===== src/rtl/dram_pkg.sv =====
// Shared types and defaults for the DRAM command sequencer.
// Build option: DRAM_CMD_CLOSED_PAGE_EN selects auto-precharge accesses (RDA/WRA).
package dram_pkg;

  typedef enum logic [2:0] {
    CMD_NOP = 3'd0,
    CMD_ACT = 3'd1,
    CMD_RD  = 3'd2,
    CMD_WR  = 3'd3,
    CMD_PRE = 3'd4,
    CMD_RDA = 3'd5,
    CMD_WRA = 3'd6
  } dram_cmd_e;

  typedef enum logic [2:0] {
    ST_IDLE,
    ST_PRECHARGE,
    ST_WAIT_RP,
    ST_ACTIVATE,
    ST_WAIT_RCD,
    ST_ACCESS,
    ST_WAIT_CAS
  } seq_state_e;

  localparam int DEF_NUM_OF_BANKS = 8;
  localparam int DEF_NUM_OF_ROWS  = 128;
  localparam int DEF_NUM_OF_COLS  = 8;
  localparam int DEF_T_RP         = 3;
  localparam int DEF_T_RCD        = 3;
  localparam int DEF_T_CAS        = 2;

  function automatic int max3(input int a, input int b, input int c);
    int m;
    m = (a > b) ? a : b;
    return (m > c) ? m : c;
  endfunction

  // Column command for a read/write; auto-precharge flavour in closed-page builds.
  function automatic dram_cmd_e access_cmd(input logic wr);
`ifdef DRAM_CMD_CLOSED_PAGE_EN
    return wr ? CMD_WRA : CMD_RDA;
`else
    return wr ? CMD_WR : CMD_RD;
`endif
  endfunction

endpackage


===== src/rtl/dram_bank_table.sv =====
// Open-row tracker: one open flag and open row per bank, combinational
// hit/conflict lookup, synchronous open/close updates.
module dram_bank_table
  import dram_pkg::*;
#(
  parameter int NUM_OF_BANKS = DEF_NUM_OF_BANKS,
  parameter int NUM_OF_ROWS  = DEF_NUM_OF_ROWS
) (
  input  logic                            clk,
  input  logic                            rst_n,
  input  logic [$clog2(NUM_OF_BANKS)-1:0] lk_bank,
  input  logic [$clog2(NUM_OF_ROWS)-1:0]  lk_row,
  output logic                            lk_hit,
  output logic                            lk_conflict,
  input  logic                            open_en,
  input  logic [$clog2(NUM_OF_BANKS)-1:0] open_bank,
  input  logic [$clog2(NUM_OF_ROWS)-1:0]  open_row,
  input  logic                            close_en,
  input  logic [$clog2(NUM_OF_BANKS)-1:0] close_bank
);

  localparam int BW = $clog2(NUM_OF_BANKS);
  localparam int RW = $clog2(NUM_OF_ROWS);

  logic [NUM_OF_BANKS-1:0]         open_q;
  logic [NUM_OF_BANKS-1:0][RW-1:0] row_q;

  // Per-bank state update; a bank only changes when it is the addressed one.
  always_ff @(posedge clk or negedge rst_n) begin
    if (!rst_n) begin
      open_q <= '0;
      row_q  <= '0;
    end else begin
      for (int b = 0; b < NUM_OF_BANKS; b++) begin
        if (open_en && open_bank == BW'(b)) begin
          open_q[b] <= 1'b1;
          row_q[b]  <= open_row;
        end else if (close_en && close_bank == BW'(b)) begin
          open_q[b] <= 1'b0;
        end
      end
    end
  end

  // Lookup against the current table contents.
  always_comb begin
    lk_hit      = open_q[lk_bank] && (row_q[lk_bank] == lk_row);
    lk_conflict = open_q[lk_bank] && (row_q[lk_bank] != lk_row);
  end

endmodule


===== src/rtl/dram_cmd_sequencer.sv =====
// DRAM command sequencer: one request at a time, open-page row tracking,
// emits PRE/ACT/RD/WR with tRP/tRCD/tCAS spacing and a done pulse.
// Build option: DRAM_CMD_CLOSED_PAGE_EN -> RDA/WRA accesses, bank closed after
// every access, plus a tRP recovery wait before returning to idle.
// Command outputs register together with the state, so the command shown in a
// cycle is the command of the state occupied in that cycle.
module dram_cmd_sequencer
  import dram_pkg::*;
#(
  parameter int NUM_OF_BANKS = DEF_NUM_OF_BANKS,
  parameter int NUM_OF_ROWS  = DEF_NUM_OF_ROWS,
  parameter int NUM_OF_COLS  = DEF_NUM_OF_COLS,
  parameter int T_RP         = DEF_T_RP,
  parameter int T_RCD        = DEF_T_RCD,
  parameter int T_CAS        = DEF_T_CAS
) (
  input  logic                            clk,
  input  logic                            rst_n,
  input  logic                            req_valid,
  output logic                            req_ready,
  input  logic                            req_write,
  input  logic [$clog2(NUM_OF_BANKS)-1:0] bank_id,
  input  logic [$clog2(NUM_OF_ROWS)-1:0]  row_id,
  input  logic [$clog2(NUM_OF_COLS)-1:0]  col_id,
  output logic                            cmd_valid,
  output logic [2:0]                      cmd_type,
  output logic [$clog2(NUM_OF_BANKS)-1:0] cmd_bank,
  output logic [$clog2(NUM_OF_ROWS)-1:0]  cmd_row,
  output logic [$clog2(NUM_OF_COLS)-1:0]  cmd_col,
  output logic                            done
);

  localparam int BW  = $clog2(NUM_OF_BANKS);
  localparam int RW  = $clog2(NUM_OF_ROWS);
  localparam int CLW = $clog2(NUM_OF_COLS);
  localparam int CW  = $clog2(max3(T_RP, T_RCD, T_CAS) + 1);

  typedef struct packed {
    logic           write;
    logic [BW-1:0]  bank;
    logic [RW-1:0]  row;
    logic [CLW-1:0] col;
  } req_t;

  seq_state_e    state;
  req_t          req_q;
  logic [CW-1:0] cnt;
  logic          lk_hit;
  logic          lk_conflict;
  logic          open_en;
  logic          close_en;

  // Table updates happen at the end of the PRE/ACT/access command cycle.
  always_comb begin
    open_en = (state == ST_ACTIVATE);
`ifdef DRAM_CMD_CLOSED_PAGE_EN
    close_en = (state == ST_ACCESS);
`else
    close_en = (state == ST_PRECHARGE);
`endif
  end

  dram_bank_table #(
    .NUM_OF_BANKS(NUM_OF_BANKS),
    .NUM_OF_ROWS (NUM_OF_ROWS)
  ) u_bank_table (
    .clk        (clk),
    .rst_n      (rst_n),
    .lk_bank    (bank_id),
    .lk_row     (row_id),
    .lk_hit     (lk_hit),
    .lk_conflict(lk_conflict),
    .open_en    (open_en),
    .open_bank  (req_q.bank),
    .open_row   (req_q.row),
    .close_en   (close_en),
    .close_bank (req_q.bank)
  );

  // Sequencer FSM; each transition also registers the command of the state entered.
  always_ff @(posedge clk or negedge rst_n) begin
    if (!rst_n) begin
      state     <= ST_IDLE;
      req_q     <= '0;
      cnt       <= '0;
      req_ready <= 1'b1;
      cmd_valid <= 1'b0;
      cmd_type  <= CMD_NOP;
      cmd_bank  <= '0;
      cmd_row   <= '0;
      cmd_col   <= '0;
      done      <= 1'b0;
    end else begin
      cmd_valid <= 1'b0;
      cmd_type  <= CMD_NOP;
      cmd_bank  <= '0;
      cmd_row   <= '0;
      cmd_col   <= '0;
      done      <= 1'b0;
      case (state)
        ST_IDLE: begin
          if (req_valid) begin
            req_q     <= '{write: req_write, bank: bank_id, row: row_id, col: col_id};
            req_ready <= 1'b0;
            cmd_valid <= 1'b1;
            cmd_bank  <= bank_id;
            if (lk_hit) begin
              state    <= ST_ACCESS;
              cmd_type <= access_cmd(req_write);
              cmd_col  <= col_id;
            end else if (lk_conflict) begin
              state    <= ST_PRECHARGE;
              cmd_type <= CMD_PRE;
            end else begin
              state    <= ST_ACTIVATE;
              cmd_type <= CMD_ACT;
              cmd_row  <= row_id;
            end
          end
        end
`ifdef DRAM_CMD_CLOSED_PAGE_EN
        // Post-access recovery: the auto-precharge needs tRP before the next request.
        ST_WAIT_RP: begin
          if (cnt > CW'(1)) begin
            cnt <= cnt - CW'(1);
          end else begin
            cnt       <= '0;
            state     <= ST_IDLE;
            req_ready <= 1'b1;
            done      <= 1'b1;
          end
        end
`else
        ST_PRECHARGE, ST_WAIT_RP: begin
          if (state == ST_WAIT_RP && cnt > CW'(1)) begin
            cnt <= cnt - CW'(1);
          end else if (state == ST_PRECHARGE && T_RP > 1) begin
            state <= ST_WAIT_RP;
            cnt   <= CW'(T_RP - 1);
          end else begin
            cnt       <= '0;
            state     <= ST_ACTIVATE;
            cmd_valid <= 1'b1;
            cmd_type  <= CMD_ACT;
            cmd_bank  <= req_q.bank;
            cmd_row   <= req_q.row;
          end
        end
`endif
        ST_ACTIVATE, ST_WAIT_RCD: begin
          if (state == ST_WAIT_RCD && cnt > CW'(1)) begin
            cnt <= cnt - CW'(1);
          end else if (state == ST_ACTIVATE && T_RCD > 1) begin
            state <= ST_WAIT_RCD;
            cnt   <= CW'(T_RCD - 1);
          end else begin
            cnt       <= '0;
            state     <= ST_ACCESS;
            cmd_valid <= 1'b1;
            cmd_type  <= access_cmd(req_q.write);
            cmd_bank  <= req_q.bank;
            cmd_col   <= req_q.col;
          end
        end
        ST_ACCESS, ST_WAIT_CAS: begin
          if (state == ST_WAIT_CAS && cnt > CW'(1)) begin
            cnt <= cnt - CW'(1);
          end else if (state == ST_ACCESS && T_CAS > 1) begin
            state <= ST_WAIT_CAS;
            cnt   <= CW'(T_CAS - 1);
          end else begin
`ifdef DRAM_CMD_CLOSED_PAGE_EN
            state <= ST_WAIT_RP;
            cnt   <= CW'(T_RP);
`else
            cnt       <= '0;
            state     <= ST_IDLE;
            req_ready <= 1'b1;
            done      <= 1'b1;
`endif
          end
        end
        default: begin
          state     <= ST_IDLE;
          req_ready <= 1'b1;
        end
      endcase
    end
  end

endmodule


===== config.mk =====
export PLATFORM = sky130hd
export DESIGN_NAME = dram_cmd_sequencer
export DESIGN_NICKNAME = d
export VERILOG_FILES = /design/src/rtl/dram_pkg.sv /design/src/rtl/dram_bank_table.sv /design/src/rtl/dram_cmd_sequencer.sv
export SDC_FILE = /design/constraint.sdc
export NUM_CORES = 1
export LEC_CHECK = 0
export ABC_CLOCK_PERIOD_IN_PS = 4000
export CORE_MARGIN = 3
export CORE_UTILIZATION = 60
export CTS_CLUSTER_SIZE = 30
export DETAILED_ROUTE_END_ITERATION = 8
export GPL_ROUTABILITY_DRIVEN = 1
export PLACE_DENSITY = 0.82
export SLEW_MARGIN = 15
export SYNTH_ARGS = -nofsm -noshare
export SYNTH_HDL_FRONTEND = slang
export SYNTH_SLANG_ARGS = --single-unit

===== constraint.sdc =====
create_clock -name clk -period 4 [get_ports clk]
set_clock_uncertainty 0.05 [all_clocks]
set_input_delay 0.6 -clock clk [delete_from_list [all_inputs] [get_ports clk]]
set_output_delay 0.6 -clock clk [all_outputs]
set_load 0.05 [all_outputs]

==> flow_metrics.tcl <==
set metrics [dict create \
    yosysTopAreaCellShare_pct 54.6 \
    dr.pass1.iters 5 \
    m1WireLength_mm 4.07 \
    syn-instance-count 344 \
    port_buffers 35 \
    grt_pass1_wl_mm 15.2 \
    ys_async_sr_fraction_pct 100 \
    post-route-drc-count 0 \
    drive_gt1_share_pct 28.5 \
    fp.coreArea_mm2 0.00737 \
    htree_levels 3 \
    ys_seq_area_share_pct 55.2 \
    cp_data_arrival_time_ns 3.16 \
    die_h_um 93.8 \
    netlist_area_mm2 0.00463 \
    synthFlopType "dfrtp_1" \
    final.fill_count 512 \
    worstPathMaxFanout 10 \
    first_global_vias 2907 \
    p_per_area_mw_per_mm2 739 \
    clock_latency_ns 0.36 \
    grt_max_degree 75 \
    min_period_over_period_pct 73.3 \
    status "finished, final reports clean" \
    synthesis.nets 362 \
    drtIter0Drc 142 \
    synth_cell_types 45 \
    cts_resized 0 \
    synth_seq_cells 102 \
    rsz0062_at_grt "no" \
    vdd_ir_drop_max_mv 0.449 \
    start_kind "input port" \
    cts_root_buf "clkbuf_8" \
    p_leak_nw 2.36 \
    hold_violations 0 \
    wl_met2_mm 4.58 \
    vias_per_cell 5.99 \
    rows 31 \
    critPathMaxStageDelay_ns 0.75 \
    antenna_found_initial 0 \
    synth.top_cells.by_count "dfrtp_1 (101), mux2_2 (66), nand2_1 (22), nor2_1 (17), o21ai_0 (16)" \
    setup.worst_path.class "in -> reg" \
    end_kind "flip-flop" \
    max_freq_mhz 341 \
    dieWidth_um 93.8 \
    wire_per_inst_um 19.6 \
    clockBufferDepth 2 \
    overflow 0 \
    antenna_cells 0 \
    tritoncts "done" \
    yosys.area.top_type "dfrtp_1" \
    synth.area.top_cells "dfrtp_1 (55%), mux2_2 (16%), mux4_2 (3.4%)" \
    yosysWarnings 0 \
    ios 36 \
    clk_pin_slew_worst_paths_ns 0.10 \
    maxCapViolCount 0 \
    dp_hpwl_mm 6.17 \
    place_congestion 0.789 \
    slew-limit-headroom_pct 39.2 \
    synth_edf_count 0 \
    synth.most_common_cell "dfrtp_1" \
    cpMaxStageDelayCell "clkdlybuf4s50_1" \
    grt_util_all_layers_pct 23.0 \
    setup_viol 0 \
    slew_violations 0 \
    clock-sinks 102 \
    post-cts-setup-buffers 0 \
    final.setup.tns_ns 0 \
    cts_hold_buf 0 \
    start_util_pct 62.8 \
    nets 392 \
    antenna_left 0 \
    top_layer "met4" \
    routed-wl-met3_um 532 \
    wl_mm 9.36 \
    worst_pin_slew_ns 0.911 \
    area_delta_synth_final_pct 13.1 \
    syn_area_per_cell_um2 13.4 \
    dieArea_mm2 0.00880 \
    hold_class "in -> async" \
    cts_inserted_buffers 9 \
    crit_chain "clkdlybuf4s50_1, buf_4, mux4_2, mux2i_1, xnor2_1, nor3_2, nand4_4, o31ai_2" \
    required_ns 4.22 \
    vias 2865 \
    power_w 0.00387 \
    period_minus_slack_ns 2.93 \
]
-- area by class of cell --
type                    instances  area, µm²  area share, %
clock inverters                 6       68.8           1.32
inverters                       6       22.5          0.431
clock buffers                  10        128           2.44
well taps                      99        124           2.37
multi-input cells             214       1940           37.1
flip-flops and latches        102       2550           48.8
repair buffers                 41        393           7.51
-- worst max-delay path, delay by kind of cell --
family                    cells  cell delay, ns
muxes                         2            0.67
and+or+nand+nor               2            0.46
AOI/OAI and AO/OA             1            0.27
xor gates and xnor gates      1            0.11
buffers and inverters         2            1.03
-- sequential cells by signal, indices dropped and copies added, names as in the netlist --
name / flops
cmd_type: 3
u_bank_table.open_q: 8
req_q: 14
req_ready: 1
cmd_valid: 1
cmd_bank: 3
state: 3
done: 1
cnt: 2
cmd_row: 7
u_bank_table.row_q: 56
cmd_col: 3
-- path summary, 6_finish.rpt --
path,from,endpoint,slack (ns),cells past startpoint
max,bank_id[0],cmd_col[1],1.07,8
min,rst_n,cnt[0],0.31,1
max reg2reg,state[0],u_bank_table.row_q[25],1.42,4
min reg2reg,req_q[1],cmd_col[1],0.46,2
max in group asynchronous,rst_n,u_bank_table.row_q[4],2.81,2
min in group clk,req_q[1],cmd_col[1],0.46,2
-- kinds of logic after synthesis --
| group | share of synthesized area (%) |
|---|---|
| flip-flops | 55.2 |
| AND/OR/NAND/NOR | 7.25 |
| buffers and inverters | 2.95 |
| XOR/XNOR | 1.51 |
| adder cells (fa/ha/maj) | 0.270 |
| multiplexers | 25.4 |
| AO/OA/AOI/OAI | 7.38 |
-- report_power, final --
| part | leakage [nW] | total (W) | switching (W) | internal, W |
|---|---|---|---|---|
| clock network | 0.0973 | 0.000640 | 0.000346 | 0.000294 |
| logic | 0.950 | 0.00140 | 0.000716 | 0.000684 |
| registers | 1.32 | 0.00182 | 0.000365 | 0.00146 |
-- per-layer routing --
| layer | up-vias | GRT usage [%] |
|---|---|---|
| li1 | 1292 | - |
| met1 | 1445 | 30.3 |
| met2 | 110 | 38.2 |
| met3 | 18 | 5.93 |
| met4 | 0 | 6.38 |
| met5 | - | 0 |
-- metrics by stage --
step	setup WS [ns]	util (%)	std cells	instance area [µm²]	hold slack (ns)
detailed placement	0.693	68.3	462	5030	0.425
global route	0.935	71.0	478	5230	0.362
CTS	1.07	71.0	478	5230	0.338
floorplan	1.76	-	344	4630	0.254
finish	1.07	71.0	478	5230	0.311
global placement	0.783	68.3	462	5030	0.415
-- placed cells by master (no fill, tap or decap), types with 3 or more instances in the layout --
cell type,count
clkdlybuf4s50_1,34
nand2_1,22
nor3_2,3
mux4_2,7
buf_4,7
dfrtp_1,101
clkbuf_8,9
o31ai_2,4
mux2i_1,13
nor2b_1,4
mux2_2,66
nand2b_1,6
mux4_1,5
nor2_1,17
xnor2_1,8
inv_1,6
a22o_1,12
o21ai_0,16
Note: power is estimated with default switching activity, not from simulation.
